**config.mk**
```make
export PLATFORM = sky130hd
export DESIGN_NAME = videoram_port_arbiter
export DESIGN_NICKNAME = d
export VERILOG_FILES = /design/src/rtl/videoram_arb_pkg.sv /design/src/rtl/videoram_rd_tag_pipe.sv /design/src/rtl/videoram_port_arbiter.sv
export SDC_FILE = /design/constraint.sdc
export NUM_CORES = 1
export LEC_CHECK = 0
export ABC_AREA = 0
export BUFFER_PORTS_ARGS = -buffer_cell sky130_fd_sc_hd__buf_4
export CAP_MARGIN = 20
export CORE_MARGIN = 4
export CORE_UTILIZATION = 50
export CTS_BUF_LIST = sky130_fd_sc_hd__clkbuf_2 sky130_fd_sc_hd__clkbuf_4 sky130_fd_sc_hd__clkbuf_8
export DETAILED_ROUTE_END_ITERATION = 12
export GPL_TIMING_DRIVEN = 0
export MAX_ROUTING_LAYER = met4
export PLACE_DENSITY = 0.83
export SYNTH_ARGS = -nofsm -noshare
export SYNTH_HDL_FRONTEND = slang
export SYNTH_SLANG_ARGS = --single-unit
```
**constraint.sdc**
```tcl
create_clock -name clk_clk -period 2.65 [get_ports clk_clk]
set_input_delay 0.1325 -clock clk_clk [delete_from_list [all_inputs] [get_ports clk_clk]]
set_output_delay 0.1325 -clock clk_clk [all_outputs]
set_load 0.02 [all_outputs]
```
**src/rtl/videoram_arb_pkg.sv**
```systemverilog
`default_nettype none
// ============================================================================
// Module      : videoram_arb_pkg
// Description : Shared widths, read latency, owner encoding, read-tag type
//               and the grant priority function for the videoram arbiter.
// Revision    : 1.0 - initial release
// ============================================================================
package videoram_arb_pkg;

    localparam int DEF_ADDR_W   = 12;
    localparam int DEF_DATA_W   = 32;
    localparam int READ_LATENCY = 3;

    // Which requester owns an access (or a returning read word)
    typedef enum logic [1:0] {
        OWN_NONE = 2'd0,
        OWN_DISP = 2'd1,
        OWN_WR   = 2'd2
    } owner_e;

    // One in-flight read marker travelling alongside the memory access
    typedef struct packed {
        logic   rd_valid;
        owner_e owner;
    } rd_tag_t;

    // Priority: starved writer, then display, then writer, else nobody
    function automatic owner_e grant_select(
        input logic disp_req,
        input logic wr_req,
        input logic starved
    );
        owner_e sel;
        if (wr_req && starved) begin
            sel = OWN_WR;
        end else if (disp_req) begin
            sel = OWN_DISP;
        end else if (wr_req) begin
            sel = OWN_WR;
        end else begin
            sel = OWN_NONE;
        end
        return sel;
    endfunction

endpackage
`default_nettype wire

```
**src/rtl/videoram_rd_tag_pipe.sv**
```systemverilog
`default_nettype none
// ============================================================================
// Module      : videoram_rd_tag_pipe
// Description : Shift register of read tags that lines up each accepted read
//               with the cycle its word appears on videoram_readdata.
// Revision    : 1.0 - initial release
// ============================================================================
module videoram_rd_tag_pipe
    import videoram_arb_pkg::*;
#(
    parameter int DEPTH = READ_LATENCY - 1
) (
    input  logic    clk_clk,
    input  logic    reset_reset_n,
    input  rd_tag_t tag_in,
    output rd_tag_t tag_out
);

    rd_tag_t [DEPTH-1:0] r_stage;

    // Advance tags one stage per cycle; reset drops everything in flight
    always_ff @(posedge clk_clk or negedge reset_reset_n) begin
        if (!reset_reset_n) begin
            r_stage <= '0;
        end else begin
            r_stage[0] <= tag_in;
            for (int i = 1; i < DEPTH; i++) begin
                r_stage[i] <= r_stage[i-1];
            end
        end
    end

    assign tag_out = r_stage[DEPTH-1];

endmodule
`default_nettype wire

```
**src/rtl/videoram_port_arbiter.sv**
```systemverilog
`default_nettype none
// ============================================================================
// Module      : videoram_port_arbiter
// Description : Shares one videoram port between the display scanout reader
//               (priority, read-only) and the overlay writer (read/write),
//               one access per cycle, fixed 3-cycle read return, and a
//               starvation guard that forces a writer grant.
// Revision    : 1.0 - initial release
// ============================================================================
module videoram_port_arbiter
    import videoram_arb_pkg::*;
#(
    parameter int ADDR_W     = DEF_ADDR_W,
    parameter int DATA_W     = DEF_DATA_W,
    parameter int BE_W       = DATA_W / 8,
    parameter int MAX_STARVE = 8
) (
    input  logic              clk_clk,
    input  logic              reset_reset_n,
    // display scanout reader
    input  logic              disp_req,
    input  logic [ADDR_W-1:0] disp_addr,
    output logic              disp_ready,
    output logic [DATA_W-1:0] disp_rdata,
    output logic              disp_rvalid,
    // overlay writer
    input  logic              wr_req,
    input  logic              wr_we,
    input  logic [ADDR_W-1:0] wr_addr,
    input  logic [DATA_W-1:0] wr_wdata,
    input  logic [BE_W-1:0]   wr_be,
    output logic              wr_ready,
    output logic [DATA_W-1:0] wr_rdata,
    output logic              wr_rvalid,
    // videoram port
    output logic [ADDR_W-1:0] videoram_address,
    output logic              videoram_chipselect,
    output logic              videoram_clken,
    output logic              videoram_write,
    output logic [DATA_W-1:0] videoram_writedata,
    output logic [BE_W-1:0]   videoram_byteenable,
    input  logic [DATA_W-1:0] videoram_readdata
);

    localparam logic [7:0] c_max_starve = 8'(MAX_STARVE);

    logic              r_clken;
    logic [7:0]        r_starve_cnt;
    owner_e            w_grant;
    logic              w_starved;
    logic              w_disp_go;
    logic              w_wr_go;
    rd_tag_t           w_tag_in;
    rd_tag_t           w_tag_out;

    logic              r_cs;
    logic              r_write;
    logic [ADDR_W-1:0] r_addr;
    logic [DATA_W-1:0] r_wdata;
    logic [BE_W-1:0]   r_be;

    logic [DATA_W-1:0] r_disp_rdata;
    logic [DATA_W-1:0] r_wr_rdata;
    logic              r_disp_rvalid;
    logic              r_wr_rvalid;

    // Clock enable rises on the first edge after reset and doubles as "running"
    always_ff @(posedge clk_clk or negedge reset_reset_n) begin
        if (!reset_reset_n) begin
            r_clken <= 1'b0;
        end else begin
            r_clken <= 1'b1;
        end
    end

    // Combinational grant; nothing is granted until the port is running
    always_comb begin
        w_starved = (r_starve_cnt == c_max_starve);
        w_grant   = OWN_NONE;
        if (r_clken) begin
            w_grant = grant_select(disp_req, wr_req, w_starved);
        end
    end

    assign disp_ready = (w_grant == OWN_DISP);
    assign wr_ready   = (w_grant == OWN_WR);
    assign w_disp_go  = disp_req && disp_ready;
    assign w_wr_go    = wr_req && wr_ready;

    // Build the read tag for this cycle's handshake (writes carry no tag)
    always_comb begin
        w_tag_in.rd_valid = w_disp_go || (w_wr_go && !wr_we);
        w_tag_in.owner    = OWN_NONE;
        if (w_disp_go) begin
            w_tag_in.owner = OWN_DISP;
        end else if (w_wr_go) begin
            w_tag_in.owner = OWN_WR;
        end
    end

    // Count display wins while the writer waits; saturate at the limit
    always_ff @(posedge clk_clk or negedge reset_reset_n) begin
        if (!reset_reset_n) begin
            r_starve_cnt <= 8'd0;
        end else if (!wr_req || w_wr_go) begin
            r_starve_cnt <= 8'd0;
        end else if (w_disp_go && (r_starve_cnt != c_max_starve)) begin
            r_starve_cnt <= r_starve_cnt + 8'd1;
        end
    end

    // Bus stage: register the winning access; idle cycles keep address/data
    always_ff @(posedge clk_clk or negedge reset_reset_n) begin
        if (!reset_reset_n) begin
            r_cs    <= 1'b0;
            r_write <= 1'b0;
            r_addr  <= '0;
            r_wdata <= '0;
            r_be    <= '0;
        end else if (w_disp_go) begin
            r_cs    <= 1'b1;
            r_write <= 1'b0;
            r_addr  <= disp_addr;
            r_be    <= '1;
        end else if (w_wr_go) begin
            r_cs    <= 1'b1;
            r_write <= wr_we;
            r_addr  <= wr_addr;
            if (wr_we) begin
                r_wdata <= wr_wdata;
                r_be    <= wr_be;
            end else begin
                r_be    <= '1;
            end
        end else begin
            r_cs    <= 1'b0;
            r_write <= 1'b0;
            r_be    <= '0;
        end
    end

    videoram_rd_tag_pipe #(
        .DEPTH (READ_LATENCY - 1)
    ) u_tag_pipe (
        .clk_clk       (clk_clk),
        .reset_reset_n (reset_reset_n),
        .tag_in        (w_tag_in),
        .tag_out       (w_tag_out)
    );

    // Route the returning word to its owner and pulse that owner's rvalid
    always_ff @(posedge clk_clk or negedge reset_reset_n) begin
        if (!reset_reset_n) begin
            r_disp_rdata  <= '0;
            r_wr_rdata    <= '0;
            r_disp_rvalid <= 1'b0;
            r_wr_rvalid   <= 1'b0;
        end else begin
            r_disp_rvalid <= w_tag_out.rd_valid && (w_tag_out.owner == OWN_DISP);
            r_wr_rvalid   <= w_tag_out.rd_valid && (w_tag_out.owner == OWN_WR);
            if (w_tag_out.rd_valid && (w_tag_out.owner == OWN_DISP)) begin
                r_disp_rdata <= videoram_readdata;
            end
            if (w_tag_out.rd_valid && (w_tag_out.owner == OWN_WR)) begin
                r_wr_rdata <= videoram_readdata;
            end
        end
    end

    assign videoram_clken      = r_clken;
    assign videoram_chipselect = r_cs;
    assign videoram_write      = r_write;
    assign videoram_address    = r_addr;
    assign videoram_writedata  = r_wdata;
    assign videoram_byteenable = r_be;
    assign disp_rdata          = r_disp_rdata;
    assign disp_rvalid         = r_disp_rvalid;
    assign wr_rdata            = r_wr_rdata;
    assign wr_rvalid           = r_wr_rvalid;

endmodule
`default_nettype wire
```
==> reports/results.ini, run 1 <==
[sta]
holdWs_ns = 0.0385
fin_crit_sh_pct = 96.6
rsz0062_at_grt = true
worst_pin_slew_ns = 0.683
hold_viol_final = 0
fmax_mhz = 391
clock_skew_ns = 0.00900
min_period_ns = 2.56
maxSlewHeadroom_pct = 54.5
worst_slack_ns = 0.0910
slew_viol_final = 0
final-setup-viol-count = 0

[drt]
wl_per_cell_um = 17.1
vias_per_cell = 5.21
drc = 0
wl_um = 16900
dr.pass1.iters = 6
dr_total_vias = 5143
final_antenna_net_count = 0
first_iter_violations = 452

[setup_path]
startpoint = r_starve_cnt[0]
end_kind = primary output
r2r_end = videoram_writedata[28]
crit_fanout = 5
reg2reg_slack_ns = 0.09
critPathKind = flip-flop to primary output
cp-start-kind = flip-flop
r2r.worst_path.cells = 8
rr_startpoint = r_starve_cnt[0]
required_ns = 2.52
cp.arrival_ns = 2.43
endpoint = wr_ready

[die]
fp-row-count = 37
die_x_um = 111
die_area_um2 = 12300
die_h_um = 111
core_area_um2 = 10300
io_pins = 216
initial_core_util_pct = 51.1

[final_layout]
final_core_util_pct = 82.9
postLayoutCellArea_um2 = 8560
syn_to_final_growth_pct = 62.1
multi_input_area_um2 = 1810
finalNetCount = 937
seq_area_um2 = 3280
num_antenna_cells = 0
final_layout_size_suffix_gt1_share_pct = 35.6
fillerInstances = 532

[cts]
clock_latency_ns = 0.42
cts_buffers = 17
cts_max_level = 4
cts_root_buf = clkbuf_8
cts_tree = yes
cts_sinks = 131
clk_pin_slew_worst_paths_ns = 0.07
clock_path_buffers = 2

[grt]
grt_pass1_wl_um = 27800
track_usage_pct = 28.9
grt_max_degree = 74
antenna_found_initial = 0
grt_overflow = 0
grt_pass1_vias = 5523

[synthesis]
yosys.area.top_type_share_pct = 62.1
synth_edf_count = 0
ys_types = 32
synth_area_per_cell_um2 = 10.4
synth_area_leaders = dfrtp_1 (62%), nand2_1 (14%), mux2_2 (6.4%)
synth-async-reset-ratio_pct = 100
synth.most_common_cell = nand2_1
synth_commonest_cells = nand2_1 (197), dfrtp_1 (131), mux2_2 (30)
synth_cells = 508
synth_ff_type = dfrtp_1
synth_seq_cells = 131
synthesis.nets = 607
yosys_warnings = 0
syn_area_um2 = 5280
ys_seq_area_share_pct = 62.1
synth_area_leader_cell = dfrtp_1

[placement]
hpwl_um = 10300
place_ws_ns = -0.0564
placed_area_um2 = 7090
portBuffers = 214
gp_congestion = 0.882

[worst_hold_path]
hp-class = input pin to flip-flop
min_from = wr_be[3]
min_path_cells = 3

[flow_run]
maxCapViolCount = 0

[pwr]
cellLeakagePower_uw = 0.00434
cellPowerDensity_nw_per_um2 = 778
peakVddDrop_v = 0.000428
p_total_uw = 6660

[status]
status = complete, no violations

-- cell usage in the layout, fill, tap and decap left out, types with 6 or more instances in the layout --
master and instances:
bufinv_16 6, dlygate4sd3_1 93, buf_4 218, nand2_1 197
o221a_2 12, clkbuf_8 19, dfrtp_1 131, mux2_2 30
inv_1 23, clkbuf_1 19, a31oi_1 13, nor2_1 22
o22a_1 12
-- through the flow --
| stage | instances | setup TNS (ns) |
|---|---|---|
| global placement | 858 | 0 |
| finish | 987 | 0 |
| CTS | 985 | 0 |
| detailed placement | 859 | -1.18 |
| floorplan | 508 | 0 |
| global route | 987 | -0.0142 |
-- power by group --
group | leakage, µW | internal, µW | switching (µW)
clock | 0.000247 | 1290 | 740
combinational | 0.00250 | 915 | 1060
sequential | 0.00159 | 2400 | 256
total | 0.00434 | 4610 | 2050
-- repair_timing --
action	in CTS	in global routing
resized for setup	3	2
buffers inserted	3	2
gates cloned	0	0
pin swaps	1	1
hold buffers	93	0
hold endpoints to repair	184	0
setup endpoints to repair	31	12
-- registers in the layout, indices dropped and copies added (netlist names), 3 cells and up --
signal,cells
disp_rdata,32
videoram_writedata,32
wr_rdata,32
videoram_address,12
r_starve_cnt,8
videoram_byteenable,4
u_tag_pipe.r_stage,3
u_tag_pipe.tag_out,3
-- layout make-up --
cell class	instances	share of cell area (%)
flip-flops and latches	131	38.3
repair buffers	313	30.5
multi-input cells	326	21.1
clock buffers	22	3.32
clock inverters	10	2.37
well taps	136	1.99
plain buffers	26	1.40
inverters	23	1.01
-- cell families (layout without fill, tap and decap cells) --
group	count (synthesis)	in the layout	synth area share, %
AND/OR/NAND/NOR	239	239	18.2
flip-flops	131	131	62.1
buffers and inverters	51	394	4.05
AO/OA/AOI/OAI	47	47	7.44
multiplexers	32	32	6.83
XOR/XNOR	5	5	0.830
adder cells (fa/ha/maj)	2	2	0.474
other	1	1	0.0711
-- worst min-delay path by stage --
stage / end / slack (ns)
2_1_floorplan: disp_rdata[0] / -0.16
3_3_place_gp: wr_rdata[19] / 0.33
3_5_place_dp: disp_rdata[8] / 0.20
4_1_cts: videoram_byteenable[3] / 0.005
5_1_grt: videoram_byteenable[3] / 0.02
6_report: videoram_byteenable[3] / 0.04
-- critical path, cell delays in order (launching register included) --
cell	delay, ns
dfrtp_1	0.40
inv_1	0.09
ha_1	0.15
or4b_4	0.50
o41a_4	0.41
or2_4	0.26
inv_1	0.06
buf_4	0.13
-- layer usage --
metal	global-route usage [%]	part of all wire, %	wire length [µm]	vias up
met5	-	0	0	-
met4	11.5	3.0	507	0
met3	7.15	7.6	1280	56
met2	48.4	51	8660	305
met1	33.7	38	6480	2474
li1	-	-	-	2308
Note: power is estimated with default switching activity, not from simulation.
==> run 2: changes to the inputs <==
- REMOVE_ABC_BUFFERS: not set -> 1
==> run 2 against run 1 <==
Clock skew hardly changed. Final cell count down 1.8%. Critical endpoint unchanged. Hold slack better by 0.0056 ns. Non-clock buffer count down 20. Critical path depth stayed put. Clock power down 21%. Sequential cell count unchanged. Largest power group unchanged. Via count decreased by 2.0%. Design area fell by 0.61%.
==> reports/results.ini, run 2 (synthesized netlist as in run 1, its figures left out) <==
[cts]
cts_buffers = 17  ; unchanged
cts_tree = yes
clk_pin_slew_worst_paths_ns = 0.07  ; about the same
cts_sinks = 131  ; unchanged
clock_path_buffers = 2  ; unchanged
cts_root_buf = clkbuf_8
clock_latency_ns = 0.42  ; about the same
cts_max_level = 4  ; unchanged

[drt]
wl_um = 16700  ; -1.3%
vias_per_cell = 5.20  ; -0.18%
dr.pass1.iters = 5  ; -1
met3_length_um = 1490  ; +16%
first_iter_violations = 322  ; -29%
final_antenna_net_count = 0  ; unchanged
wl_per_cell_um = 17.2  ; +0.54%
dr_total_vias = 5040  ; -2.0%
drc = 0  ; unchanged
wl_met2_um = 8460  ; -2.2%
top_layer = met4
met1Wirelength_um = 6310  ; -2.6%

[setup_path]
end_kind = primary output
cp-start-kind = flip-flop
crit_fanout = 6  ; +1
required_ns = 2.52  ; about the same
critPathKind = flip-flop to primary output
cp.arrival_ns = 2.44  ; about the same

[sta]
fin_crit_sh_pct = 96.9  ; +0.33 points
min_period_ns = 2.57  ; +0.00871 ns
maxSlewHeadroom_pct = 57.2  ; +2.7 points
hold_viol_final = 0  ; unchanged
clock_skew_ns = 0.00940  ; +0.000397 ns
slew_viol_final = 0  ; unchanged
fmax_mhz = 389  ; -0.34%
worst_slack_ns = 0.0823  ; -0.00871 ns
final-setup-viol-count = 0  ; unchanged
worst_pin_slew_ns = 0.641  ; -0.0424 ns

[placement]
place_ws_ns = -0.270  ; -0.214 ns
placed_area_um2 = 7040  ; -0.71%
gp_congestion = 0.815  ; -7.6%
portBuffers = 215  ; +0.47%
hpwl_um = 10000  ; -2.9%

[die]
io_pins = 216  ; unchanged
die_area_um2 = 12300  ; unchanged
die_x_um = 111  ; unchanged
die_h_um = 111  ; unchanged
core_area_um2 = 10300  ; unchanged
initial_core_util_pct = 51.1  ; unchanged
fp-row-count = 37  ; unchanged

[status]
status = complete, no violations

[flow_run]
maxCapViolCount = 0  ; unchanged

[grt]
track_usage_pct = 28.9  ; -0.080 points
grt_pass1_vias = 5522  ; -0.018%
grt_pass1_wl_um = 27800  ; about the same
grt_overflow = 0  ; unchanged
grt_max_degree = 73  ; -1.4%
antenna_found_initial = 1  ; +1

[worst_hold_path]
hp-class = input pin to flip-flop

[final_layout]
final_cell_mix = buf_4 (218), nand2_1 (197), dfrtp_1 (131), dlygate4sd3_1 (93), mux2_2 (30)
final_layout_size_suffix_gt1_share_pct = 36.9  ; +1.3 points
postLayoutCellArea_um2 = 8500  ; -0.61%
finalNetCount = 918  ; -2.0%
syn_to_final_growth_pct = 61.1
final_common_cell = buf_4
final_core_util_pct = 82.4  ; -0.51 points

[pwr]
cellPowerDensity_nw_per_um2 = 735  ; -5.5%
cellLeakagePower_uw = 0.00431  ; -0.81%
peakVddDrop_v = 0.000409  ; -4.5%
p_total_uw = 6250  ; -6.1%

[run 2: cell types whose count changed in the layout (fill, tap and decap cells not counted), moves of 2 or more]
cell        before  now
buf_1            4    0
buf_16           1    6
clkbuf_8        19   21
clkbuf_4         3    0
bufinv_16        6    1
clkinvlp_4       1    6
clkbuf_1        19    0
buf_6            4    1
[run 2: path summary, 6_finish.rpt]
check | start | end | slack [ns] | cells after the start
max | r_starve_cnt[1] | wr_ready | 0.08 | 7
min | wr_be[3] | videoram_byteenable[3] | 0.04 | 3
max reg2reg | r_starve_cnt[1] | videoram_writedata[9] | 0.14 | 8
min reg2reg | u_tag_pipe.r_stage[1] | u_tag_pipe.tag_out[1] | 0.35 | 0
max in group asynchronous | reset_reset_n | videoram_writedata[8] | 1.62 | 3
min in group asynchronous | reset_reset_n | disp_rdata[20] | 0.28 | 2
[run 2: worst max-delay path, cell delays in order (launching register included)]
cell and delay (ns):
dfrtp_1 0.41, inv_1 0.08, ha_1 0.14, or4b_4 0.49, o41a_4 0.41, or2_4 0.29, inv_1 0.06, buf_4 0.13
[run 2: cell type report]
| class | instances | area (µm²) |
|---|---|---|
| multi-input combinational | 327 | 1820 |
| tap | 136 | 170 |
| clock inverter | 11 | 103 |
| inverter | 23 | 86.3 |
| timing repair buffer | 319 | 2760 |
| antenna | 1 | 2.50 |
| fill | 533 | 1820 |
| sequential | 131 | 3280 |
| clock buffer | 21 | 289 |
[run 2: timing repair]
action | CTS | global route
gates resized for setup | 3 | 3
endpoints found under the hold margin | 171 | 0
pin swaps | 2 | 0
gates cloned | 1 | 0
setup endpoints to repair | 34 | 23
hold buffers | 93 | 0
setup buffers | 3 | 1
[run 2: per-stage QoR]
step | setup TNS [ns] | hold WS [ns] | std cells
final | 0 | 0.0441 | 969
after detailed placement | -6.00 | 0.146 | 835
after CTS | 0 | 0.0186 | 964
after global routing | -0.0216 | 0.0505 | 969
after global placement | -38.93 | 0.332 | 831
after floorplan | -7.87 | -0.163 | 480
[run 2: where the power goes]
part	total, µW	leakage, µW	switching [µW]	internal, µW
Sequential	2660	0.00159	259	2400
Combinational	1980	0.00253	1060	922
Clock	1610	0.000182	772	841
Total	6250	0.00431	2090	4160
[run 2: routing by layer]
layer | GRT usage, % | vias up
li1 | - | 2280
met1 | 32.9 | 2436
met2 | 48.4 | 289
met3 | 8.30 | 35
met4 | 11.0 | 0
met5 | - | -
